File: src/rtl/axi4_pkg.sv
// Shared AXI4 constants, FSM encodings and helpers for the burst master and
// its beat counter.
package axi4_pkg;

   typedef logic [1:0] axi_resp_t;

   localparam logic [1:0] BURST_INCR  = 2'b01;

   localparam axi_resp_t  RESP_OKAY   = 2'b00;
   localparam axi_resp_t  RESP_EXOKAY = 2'b01;
   localparam axi_resp_t  RESP_SLVERR = 2'b10;
   localparam axi_resp_t  RESP_DECERR = 2'b11;

   localparam logic [2:0] ST_IDLE = 3'd0;
   localparam logic [2:0] ST_AW   = 3'd1;
   localparam logic [2:0] ST_W    = 3'd2;
   localparam logic [2:0] ST_B    = 3'd3;
   localparam logic [2:0] ST_AR   = 3'd4;
   localparam logic [2:0] ST_R    = 3'd5;
   localparam logic [2:0] ST_DONE = 3'd6;

   function automatic int clogb2(input int value);
      int r;
      for (r = 0; (1 << r) < value; r++) begin
      end
      return r;
   endfunction

endpackage

File: src/rtl/axi4_beat_counter.sv
// Beat counter shared by the W and R phases: cleared on command accept,
// bumped on each beat handshake, flags the beat whose index equals len.
module axi4_beat_counter
   import axi4_pkg::*;
(
   input  logic       clk_i,
   input  logic       rst_i,
   input  logic       load_i,
   input  logic       inc_i,
   input  logic [7:0] len_i,
   output logic       last_o
);

   logic [7:0] cnt_q, cnt_d;

   always_comb begin
      cnt_d = cnt_q;
      if (load_i)
         cnt_d = '0;
      else if (inc_i)
         cnt_d = cnt_q + 8'd1;
   end

   always_ff @(posedge clk_i) begin
      if (rst_i)
         cnt_q <= '0;
      else
         cnt_q <= cnt_d;
   end

   // Full 8-bit compare, so len=255 reaches last before any wrap.
   assign last_o = (cnt_q == len_i);

endmodule

File: src/rtl/axi4_burst_master.sv
// AXI4 initiator: one INCR burst per command, one transaction in flight,
// with done/err reported per command.
module axi4_burst_master
   import axi4_pkg::*;
#(
   parameter int C_M00_AXI_ID_WIDTH   = 1,
   parameter int C_M00_AXI_DATA_WIDTH = 32,
   parameter int C_M00_AXI_ADDR_WIDTH = 13
) (
   input  logic                                m00_axi_aclk,
   input  logic                                m00_axi_areset,
   input  logic                                cmd_valid,
   output logic                                cmd_ready,
   input  logic                                cmd_write,
   input  logic [C_M00_AXI_ADDR_WIDTH-1:0]     cmd_addr,
   input  logic [7:0]                          cmd_len,
   input  logic [C_M00_AXI_DATA_WIDTH-1:0]     wr_data,
   input  logic [C_M00_AXI_DATA_WIDTH/8-1:0]   wr_strb,
   input  logic                                wr_valid,
   output logic                                wr_ready,
   output logic [C_M00_AXI_DATA_WIDTH-1:0]     rd_data,
   output logic                                rd_valid,
   input  logic                                rd_ready,
   output logic                                done,
   output logic                                err,
   output logic [C_M00_AXI_ID_WIDTH-1:0]       m00_axi_awid,
   output logic [C_M00_AXI_ADDR_WIDTH-1:0]     m00_axi_awaddr,
   output logic [7:0]                          m00_axi_awlen,
   output logic [2:0]                          m00_axi_awsize,
   output logic [1:0]                          m00_axi_awburst,
   output logic                                m00_axi_awlock,
   output logic [3:0]                          m00_axi_awcache,
   output logic [2:0]                          m00_axi_awprot,
   output logic [3:0]                          m00_axi_awqos,
   output logic [3:0]                          m00_axi_awregion,
   output logic                                m00_axi_awuser,
   output logic                                m00_axi_awvalid,
   input  logic                                m00_axi_awready,
   output logic [C_M00_AXI_DATA_WIDTH-1:0]     m00_axi_wdata,
   output logic [C_M00_AXI_DATA_WIDTH/8-1:0]   m00_axi_wstrb,
   output logic                                m00_axi_wlast,
   output logic                                m00_axi_wuser,
   output logic                                m00_axi_wvalid,
   input  logic                                m00_axi_wready,
   input  logic [C_M00_AXI_ID_WIDTH-1:0]       m00_axi_bid,
   input  logic [1:0]                          m00_axi_bresp,
   input  logic                                m00_axi_buser,
   input  logic                                m00_axi_bvalid,
   output logic                                m00_axi_bready,
   output logic [C_M00_AXI_ID_WIDTH-1:0]       m00_axi_arid,
   output logic [C_M00_AXI_ADDR_WIDTH-1:0]     m00_axi_araddr,
   output logic [7:0]                          m00_axi_arlen,
   output logic [2:0]                          m00_axi_arsize,
   output logic [1:0]                          m00_axi_arburst,
   output logic                                m00_axi_arlock,
   output logic [3:0]                          m00_axi_arcache,
   output logic [2:0]                          m00_axi_arprot,
   output logic [3:0]                          m00_axi_arqos,
   output logic [3:0]                          m00_axi_arregion,
   output logic                                m00_axi_aruser,
   output logic                                m00_axi_arvalid,
   input  logic                                m00_axi_arready,
   input  logic [C_M00_AXI_ID_WIDTH-1:0]       m00_axi_rid,
   input  logic [C_M00_AXI_DATA_WIDTH-1:0]     m00_axi_rdata,
   input  logic [1:0]                          m00_axi_rresp,
   input  logic                                m00_axi_rlast,
   input  logic                                m00_axi_ruser,
   input  logic                                m00_axi_rvalid,
   output logic                                m00_axi_rready
);

   localparam int AXSIZE = clogb2(C_M00_AXI_DATA_WIDTH / 8);
   localparam logic [C_M00_AXI_ADDR_WIDTH-1:0] ADDR_MASK = {C_M00_AXI_ADDR_WIDTH{1'b1}} << AXSIZE;

   logic [2:0]                      state_q, state_d;
   logic [C_M00_AXI_ADDR_WIDTH-1:0] addr_q, addr_d;
   logic [7:0]                      len_q, len_d;
   logic                            err_q, err_d;
   logic                            cnt_load, cnt_inc, cnt_last;
   logic                            unused_sigs;

   axi4_beat_counter u_beat_cnt (
      .clk_i  (m00_axi_aclk),
      .rst_i  (m00_axi_areset),
      .load_i (cnt_load),
      .inc_i  (cnt_inc),
      .len_i  (len_q),
      .last_o (cnt_last)
   );

   always_comb begin
      state_d  = state_q;
      addr_d   = addr_q;
      len_d    = len_q;
      err_d    = err_q;
      cnt_load = 1'b0;
      cnt_inc  = 1'b0;
      case (state_q)
         ST_IDLE: if (cmd_valid) begin
            addr_d   = cmd_addr & ADDR_MASK;
            len_d    = cmd_len;
            err_d    = 1'b0;
            cnt_load = 1'b1;
            state_d  = cmd_write ? ST_AW : ST_AR;
         end
         ST_AW: if (m00_axi_awready) state_d = ST_W;
         ST_W: if (wr_valid && m00_axi_wready) begin
            cnt_inc = 1'b1;
            if (cnt_last) state_d = ST_B;
         end
         ST_B: if (m00_axi_bvalid) begin
            err_d   = err_q | (m00_axi_bresp != RESP_OKAY);
            state_d = ST_DONE;
         end
         ST_AR: if (m00_axi_arready) state_d = ST_R;
         ST_R: if (m00_axi_rvalid && rd_ready) begin
            // A misplaced or missing RLAST is reported, but only RLAST ends the burst.
            cnt_inc = 1'b1;
            err_d   = err_q | (m00_axi_rresp != RESP_OKAY) | (m00_axi_rlast != cnt_last);
            if (m00_axi_rlast) state_d = ST_DONE;
         end
         ST_DONE: state_d = ST_IDLE;
         default: state_d = ST_IDLE;
      endcase
   end

   always_ff @(posedge m00_axi_aclk) begin
      if (m00_axi_areset) begin
         state_q <= ST_IDLE;
         addr_q  <= '0;
         len_q   <= '0;
         err_q   <= 1'b0;
      end else begin
         state_q <= state_d;
         addr_q  <= addr_d;
         len_q   <= len_d;
         err_q   <= err_d;
      end
   end

   assign cmd_ready = (state_q == ST_IDLE);
   assign done      = (state_q == ST_DONE);
   assign err       = done & err_q;

   assign m00_axi_awid     = '0;
   assign m00_axi_awaddr   = addr_q;
   assign m00_axi_awlen    = len_q;
   assign m00_axi_awsize   = 3'(AXSIZE);
   assign m00_axi_awburst  = BURST_INCR;
   assign m00_axi_awvalid  = (state_q == ST_AW);
   assign m00_axi_awlock   = 1'b0;
   assign m00_axi_awcache  = '0;
   assign m00_axi_awprot   = '0;
   assign m00_axi_awqos    = '0;
   assign m00_axi_awregion = '0;
   assign m00_axi_awuser   = 1'b0;

   assign m00_axi_wdata  = wr_data;
   assign m00_axi_wstrb  = wr_strb;
   assign m00_axi_wvalid = (state_q == ST_W) & wr_valid;
   assign m00_axi_wlast  = (state_q == ST_W) & cnt_last;
   assign m00_axi_wuser  = 1'b0;
   assign wr_ready       = (state_q == ST_W) & m00_axi_wready;

   assign m00_axi_bready = (state_q == ST_B);

   assign m00_axi_arid     = '0;
   assign m00_axi_araddr   = addr_q;
   assign m00_axi_arlen    = len_q;
   assign m00_axi_arsize   = 3'(AXSIZE);
   assign m00_axi_arburst  = BURST_INCR;
   assign m00_axi_arvalid  = (state_q == ST_AR);
   assign m00_axi_arlock   = 1'b0;
   assign m00_axi_arcache  = '0;
   assign m00_axi_arprot   = '0;
   assign m00_axi_arqos    = '0;
   assign m00_axi_arregion = '0;
   assign m00_axi_aruser   = 1'b0;

   assign rd_data        = m00_axi_rdata;
   assign rd_valid       = (state_q == ST_R) & m00_axi_rvalid;
   assign m00_axi_rready = (state_q == ST_R) & rd_ready;

   assign unused_sigs = ^{m00_axi_bid, m00_axi_rid, m00_axi_buser, m00_axi_ruser};

endmodule

File: config.mk
export PLATFORM = sky130hd
export DESIGN_NAME = axi4_burst_master
export DESIGN_NICKNAME = d
export VERILOG_FILES = /design/src/rtl/axi4_pkg.sv /design/src/rtl/axi4_beat_counter.sv /design/src/rtl/axi4_burst_master.sv
export SDC_FILE = /design/constraint.sdc
export NUM_CORES = 1
export LEC_CHECK = 0
export ABC_AREA = 1
export BUFFER_PORTS_ARGS = -buffer_cell sky130_fd_sc_hd__buf_2
export CAP_MARGIN = 0
export CORE_AREA = 2 2 109 111
export CTS_CLUSTER_SIZE = 12
export DETAILED_ROUTE_END_ITERATION = 10
export DIE_AREA = 0 0 111 113
export GPL_TIMING_DRIVEN = 0
export MAX_ROUTING_LAYER = met4
export SYNTH_ARGS = -nofsm -noshare
export SYNTH_HDL_FRONTEND = slang
export SYNTH_SLANG_ARGS = --single-unit
File: constraint.sdc
create_clock -name m00_axi_aclk -period 1.49 [get_ports m00_axi_aclk]
set_input_delay 0.149 -clock m00_axi_aclk [delete_from_list [all_inputs] [get_ports m00_axi_aclk]]
set_output_delay 0.149 -clock m00_axi_aclk [all_outputs]
set_load 0.1 [all_outputs]
After elaboration in Yosys (flattened, before gate mapping)
Cells that the tools add are included.
- $add $sub $neg: 1
- equal/unequal tests: 16
- mux-type cells: 19
- bitwise gates (word level): 9
- reductions and logical operators: 10
- operator list (kind ; count):
    3-bit 2-to-1 mux ; 9
    3-bit one-hot mux with 6 select lines ; 1
    2-bit inequality test, second input constant ; 6
    3-bit equality test, second input constant ; 3
    8-bit by 1-bit adder with 8-bit output, second input constant ; 1
    8-bit equality test ; 1
    8-bit AND reduction ; 1
    1-bit 2-to-1 mux ; 7
    1-bit AND ; 6
    3-bit by 2-bit equality test with 1-bit output, second input constant ; 2
    2-bit by 1-bit inequality test with 1-bit output, second input constant ; 2
    4-bit AND reduction ; 1
    2-bit nonzero test ; 2
    3-bit by 1-bit equality test with 1-bit output, second input constant ; 1
    3-bit logical NOT ; 1
    1-bit OR ; 3
    1-bit one-hot mux with 3 select lines ; 1
    3-bit nonzero test ; 1
    1-bit logical AND ; 2
    1-bit one-hot mux with 2 select lines ; 1
    2-bit AND reduction ; 1
    2-bit OR reduction ; 1
    1-bit inequality test ; 1
- flip-flop bits (word level): 31
- input bits: 109
- output and inout port bits: 168
- logic and storage cells: 60

Logic depth before layout (Yosys ltp)
- word-level depth: 5
- depth in mapped cells: 11
- depth with buffers taken out: 11

Hierarchy
A second synthesis with hierarchy kept.
- cell total of the unflattened synthesis: 403
- area, all modules: 2713.9 µm²
- modules (own cells, without submodules) (module ; instances ; cells each ; area an instance (µm²) ; sequential area each (µm²)):
    axi4_burst_master ; 1 ; 308 ; 2172.1 ; 460.4
    axi4_beat_counter ; 1 ; 95 ; 541.8 ; 160.2

Worst setup path after synthesis
Ideal clock, no wire load.
- kind: register -> output
- from: register state_q[2]
- to: output port err
- data arrival time: 2.723 ns
- required time: 1.341 ns
- setup slack: -1.382 ns
- stages on the path, launching flop included: 3
- buffers on the path: 0
- path through: dfxtp_1 > inv_2 > nor3b_1
- word-level cells in the longest chain between the ends: 2
- RTL lines (item ; RTL line ; text):
    start: declaration ; axi4_burst_master.sv:75 ; logic [2:0] state_q, state_d;
    start signal: assignment ; axi4_burst_master.sv:134 ; state_q <= state_d;
    3-bit equality test ; axi4_burst_master.sv:142 ; assign done = (state_q == ST_DONE);
    1-bit AND ; axi4_burst_master.sv:143 ; assign err = done & err_q;
    end: declaration ; axi4_burst_master.sv:25 ; output logic err,
Every way passes these cells.

Final worst setup path
- from: register u_beat_cnt.cnt_q[4]
- to: output port m00_axi_wlast
- word-level cells in the longest chain between the ends: 2
- RTL lines (item ; RTL line ; text):
    start: declaration ; axi4_beat_counter.sv:14 ; logic [7:0] cnt_q, cnt_d;
    start signal: assignment ; axi4_beat_counter.sv:28 ; cnt_q <= cnt_d;
    8-bit equality test ; axi4_beat_counter.sv:32 ; assign last_o = (cnt_q == len_i);
    1-bit AND ; axi4_burst_master.sv:161 ; assign m00_axi_wlast = (state_q == ST_W) & cnt_last;
    end: declaration ; axi4_burst_master.sv:41 ; output logic m00_axi_wlast,
Every way passes these cells.

==> summary.txt <==
Yosys
  • #FFs+latches synth: 31
  • Sequential element share of the synthesized area: around a quarter
  • Post-synthesis cell type count: 31
  • Yosys warns: 0
  • Post-Syn Area: 0.00264 sq mm
  • Syn Area/Cell: 7.03 sq um
  • Mapped Cells: ~380

Routing
  • Residual DRC: 0
  • Antenna Violating Nets Remaining: 0
  • Initial DRT Pass Iterations: 4
  • WL/cell: just over 10 um
  • DR iter-0 viols: a little over 80
  • Routed Wire Length: between 7000 and 8000 um
  • Vias/cell: 3.76
  • Via Count: 2803

Worst setup path
  • CP startpoint: u_beat_cnt.cnt_q[4]$_SDFFE_PP0P_
  • Arr. time, crit path: roughly 1.4 ns
  • Worst R2R End: state_q[0]$_SDFFE_PP0P_
  • Worst-path maximum fanout: 3
  • Critical Path End Type: output port
  • R2R cell count: 10
  • R2r setup slk: 0.01 ns
  • Req. time, crit path: about 1.3 ns
  • Critical-path cell list: inv_1 -> nand2_1 -> nand2_1 -> nand2_2 -> nor2_2 -> nand2_2 -> nor2_4 -> buf_12
  • Setup crit end: m00_axi_wlast
  • Startpoint Class: register
  • CP max-delay cell: dfxtp_1
  • Critical path class: register to output port
  • CP peak stage delay: roughly 0.33 ns
  • Worst R2R Start: state_q[1]$_SDFFE_PP0P_

STA
  • Unrepaired setup endpoints after global routing: yes
  • Final worst path period share: 101%
  • # setup viols final: 2
  • FMAX: between 0.6 and 0.7 GHz
  • Fin crit period: around 1.5 ns
  • Fin. max-slew vios: 0
  • Final TNS setup: -0.0313 ns
  • WHS: between 0.1 and 0.15 ns
  • Setup slack after layout: -0.0214 ns
  • Final hold vios: 0
  • Final worst clock skew: roughly 0.0040 ns

Cells and area
  • Share of layout cells above drive strength 1: 66.1%
  • Post-route cell area: around 0.0044 sq mm
  • Fin cells: 745
  • Area delta synth->final: 67.4%
  • Final Util: roughly two fifths
  • Ant diodes: 0
  • Final nets: around 700

Clocking
  • Clock sink total: 31
  • Max Buffers Root-to-Sink: 2
  • Clk Latency, worst-skew pair: around 0.28 ns
  • Inserted Clock Buffers: 5
  • Worst-path clk slew: ~0.06 ns
  • CTS tree: yes
  • CTS hold repair buffers: 0
  • H-tree depth: 2
  • Clk Tree Root Cell: clkbuf_16

Pwr
  • Cell internal pwr: 3.36 mW
  • Power Density: between 1500 and 2000 mW/mm^2
  • Clock power frac: between 10% and 20%
  • Leakage power total: between 2 and 2.5 nW
  • Sw Pwr: approximately 5.3 mW
  • Flop pwr share: between 10% and 20%
  • Total power: between 8 and 9 mW
  • VDD IR max: between 0.001 and 0.0015 V
  • Sw Ratio: 61.4%
  • Gate power share: between 70 and 80%

Outcome
  • Failing checks: negative setup slack
  • Status: finished, violations left

GRT
  • Global route overflow: 0
  • Vias in the first global route: about 2500
  • Largest net degree at the start of global routing: 12
  • Antenna violations before repair: 0
  • Gr usage total: between 10% and 20%
  • First-pass GRT wire length: between 10000 and 15000 um

Placement
  • Worst slack, placed: -0.155 ns
  • GP Congestion: approximately 0.74
  • Placed Cells: roughly 720
  • Buffers on Ports: between 100 and 150
  • Post-DP HPWL: between 6000 and 7000 um
  • Placed inst area: 0.00384 sq mm

Floorplanning
  • IO Count: around 280
  • Die Span X: ~110 um
  • Die Y: 113 um
  • Initial core utilization: a little under a quarter
  • Placement row count: 39
  • Core area: between 0.01 and 0.015 sq mm
  • Die area: ~0.013 sq mm

Hold path
  • Hold Crit Class: input port to register

Flow run
  • Max-Cap Viols: 0
## sequential cells by signal, indices dropped and copies added (netlist names)
signal and count:
m00_axi_araddr 11, u_beat_cnt.cnt_q 8, err_q 1, m00_axi_arlen 8, state_q 3
## power by group through the flow
| stage | Clock [mW] | Combinational [mW] | Sequential, mW |
|---|---|---|---|
| 2_1_floorplan | 0 | 4.04 | 2.04 |
| 3_3_place_gp | 0 | 5.51 | 1.24 |
| 3_5_place_dp | 0 | 5.54 | 1.25 |
| 4_1_cts | 1.02 | 5.93 | 1.25 |
| 5_1_grt | 1.06 | 6.74 | 1.30 |
| 6_report | 0.988 | 6.45 | 1.27 |
## routing by layer
metal,track usage [%],up-vias,routed length (um)
met3,2.73,9,632
met1,12.4,1213,2880
li1,-,1441,-
met5,-,-,0
met2,20.0,140,4030
met4,3.75,0,116
## worst min path at each step
stage | start | to | depth (start not counted)
2_1_floorplan | cmd_len[0] | m00_axi_arlen[0]$_SDFFE_PP0P_ | 2
3_3_place_gp | cmd_addr[10] | m00_axi_araddr[10]$_SDFFE_PP0P_ | 3
3_5_place_dp | cmd_len[0] | m00_axi_arlen[0]$_SDFFE_PP0P_ | 3
4_1_cts | cmd_addr[10] | m00_axi_araddr[10]$_SDFFE_PP0P_ | 3
5_1_grt | cmd_addr[7] | m00_axi_araddr[7]$_SDFFE_PP0P_ | 3
6_report | cmd_addr[7] | m00_axi_araddr[7]$_SDFFE_PP0P_ | 3
## cell type report
| cell class | instances | area [sq um] |
|---|---|---|
| multi-input cells | 218 | 1190 |
| plain buffers | 146 | 1090 |
| inverters | 29 | 111 |
| flip-flops and latches | 31 | 686 |
| fillers | 1174 | 6860 |
| well taps | 143 | 179 |
| clock inverters | 3 | 18.8 |
| clock buffers | 5 | 125 |
| repair buffers | 170 | 1020 |
## cell usage after synthesis
| master | count | area share, % |
|---|---|---|
| nor2_2 | 2 | 0.47 |
| buf_1 | 1 | 0.14 |
| o211ai_1 | 1 | 0.28 |
| o21ai_0 | 6 | 1.1 |
| xnor2_1 | 6 | 2.0 |
| inv_1 | 26 | 3.7 |
| or2_1 | 1 | 0.24 |
| a21oi_1 | 28 | 5.3 |
| clkbuf_1 | 3 | 0.43 |
| nor2_1 | 19 | 2.7 |
| nand3_1 | 27 | 5.1 |
| o21ai_1 | 2 | 0.38 |
| nand2_4 | 1 | 0.43 |
| ha_1 | 1 | 0.47 |
| inv_2 | 3 | 0.43 |
| nand4_1 | 1 | 0.24 |
| dfxtp_1 | 31 | 24 |
| a211oi_1 | 1 | 0.28 |
| nand3_2 | 2 | 0.76 |
| o21a_1 | 2 | 0.57 |
| buf_4 | 139 | 40 |
| or2_0 | 1 | 0.24 |
| nor2_4 | 1 | 0.43 |
| conb_1 | 2 | 0.28 |
| nor3b_1 | 2 | 0.57 |
| nand2_1 | 57 | 8.1 |
| nand2_2 | 1 | 0.24 |
| buf_2 | 3 | 0.57 |
| o221ai_1 | 1 | 0.33 |
| nor3_1 | 3 | 0.57 |
| nor3b_2 | 1 | 0.47 |
## what timing repair did
item	CTS	global route
endpoints found under the hold margin	0	0
pin swaps	9	18
buffers inserted	7	14
setup endpoints to repair	19	17
gates resized for setup	51	36
## worst max-delay path, delay by kind of cell, from the launching register on
kind / cells / cell delay [ns]
DFF: 1 / 0.33
and+or+nand+nor: 6 / 0.48
buffers and inverters: 2 / 0.27
## layout by cell type, fill, tap and decap left out, types with 2 or more instances in the layout
cell / n
nor3b_2: 2
inv_2: 9
xnor2_2: 4
inv_4: 2
clkbuf_16: 5
nand2_2: 9
o21ai_0: 6
nand3_2: 4
dfxtp_4: 12
conb_1: 51
xnor2_1: 2
nand2_4: 3
dfxtp_2: 16
buf_12: 6
buf_6: 5
dfxtp_1: 3
nor2_4: 9
nor3_1: 3
nand3_1: 24
nor2_1: 7
inv_1: 19
buf_2: 141
clkbuf_1: 3
o21a_1: 2
nand2_1: 47
nor2_2: 6
a21oi_1: 27
buf_4: 159
## cells by family (layout without fill, tap and decap cells)
logic type      after synthesis  after routing  share of synthesized area (%)
fa+ha+maj                     1              1                          0.474
other cells                   2             51                          0.285
compound gates               41             41                           8.30
xor+xnor                      6              6                           1.99
flops                        31             31                           23.5
buf+inv                     175            353                           44.8
simple gates                119            119                           20.6
Power figures use the tool's default switching activity.
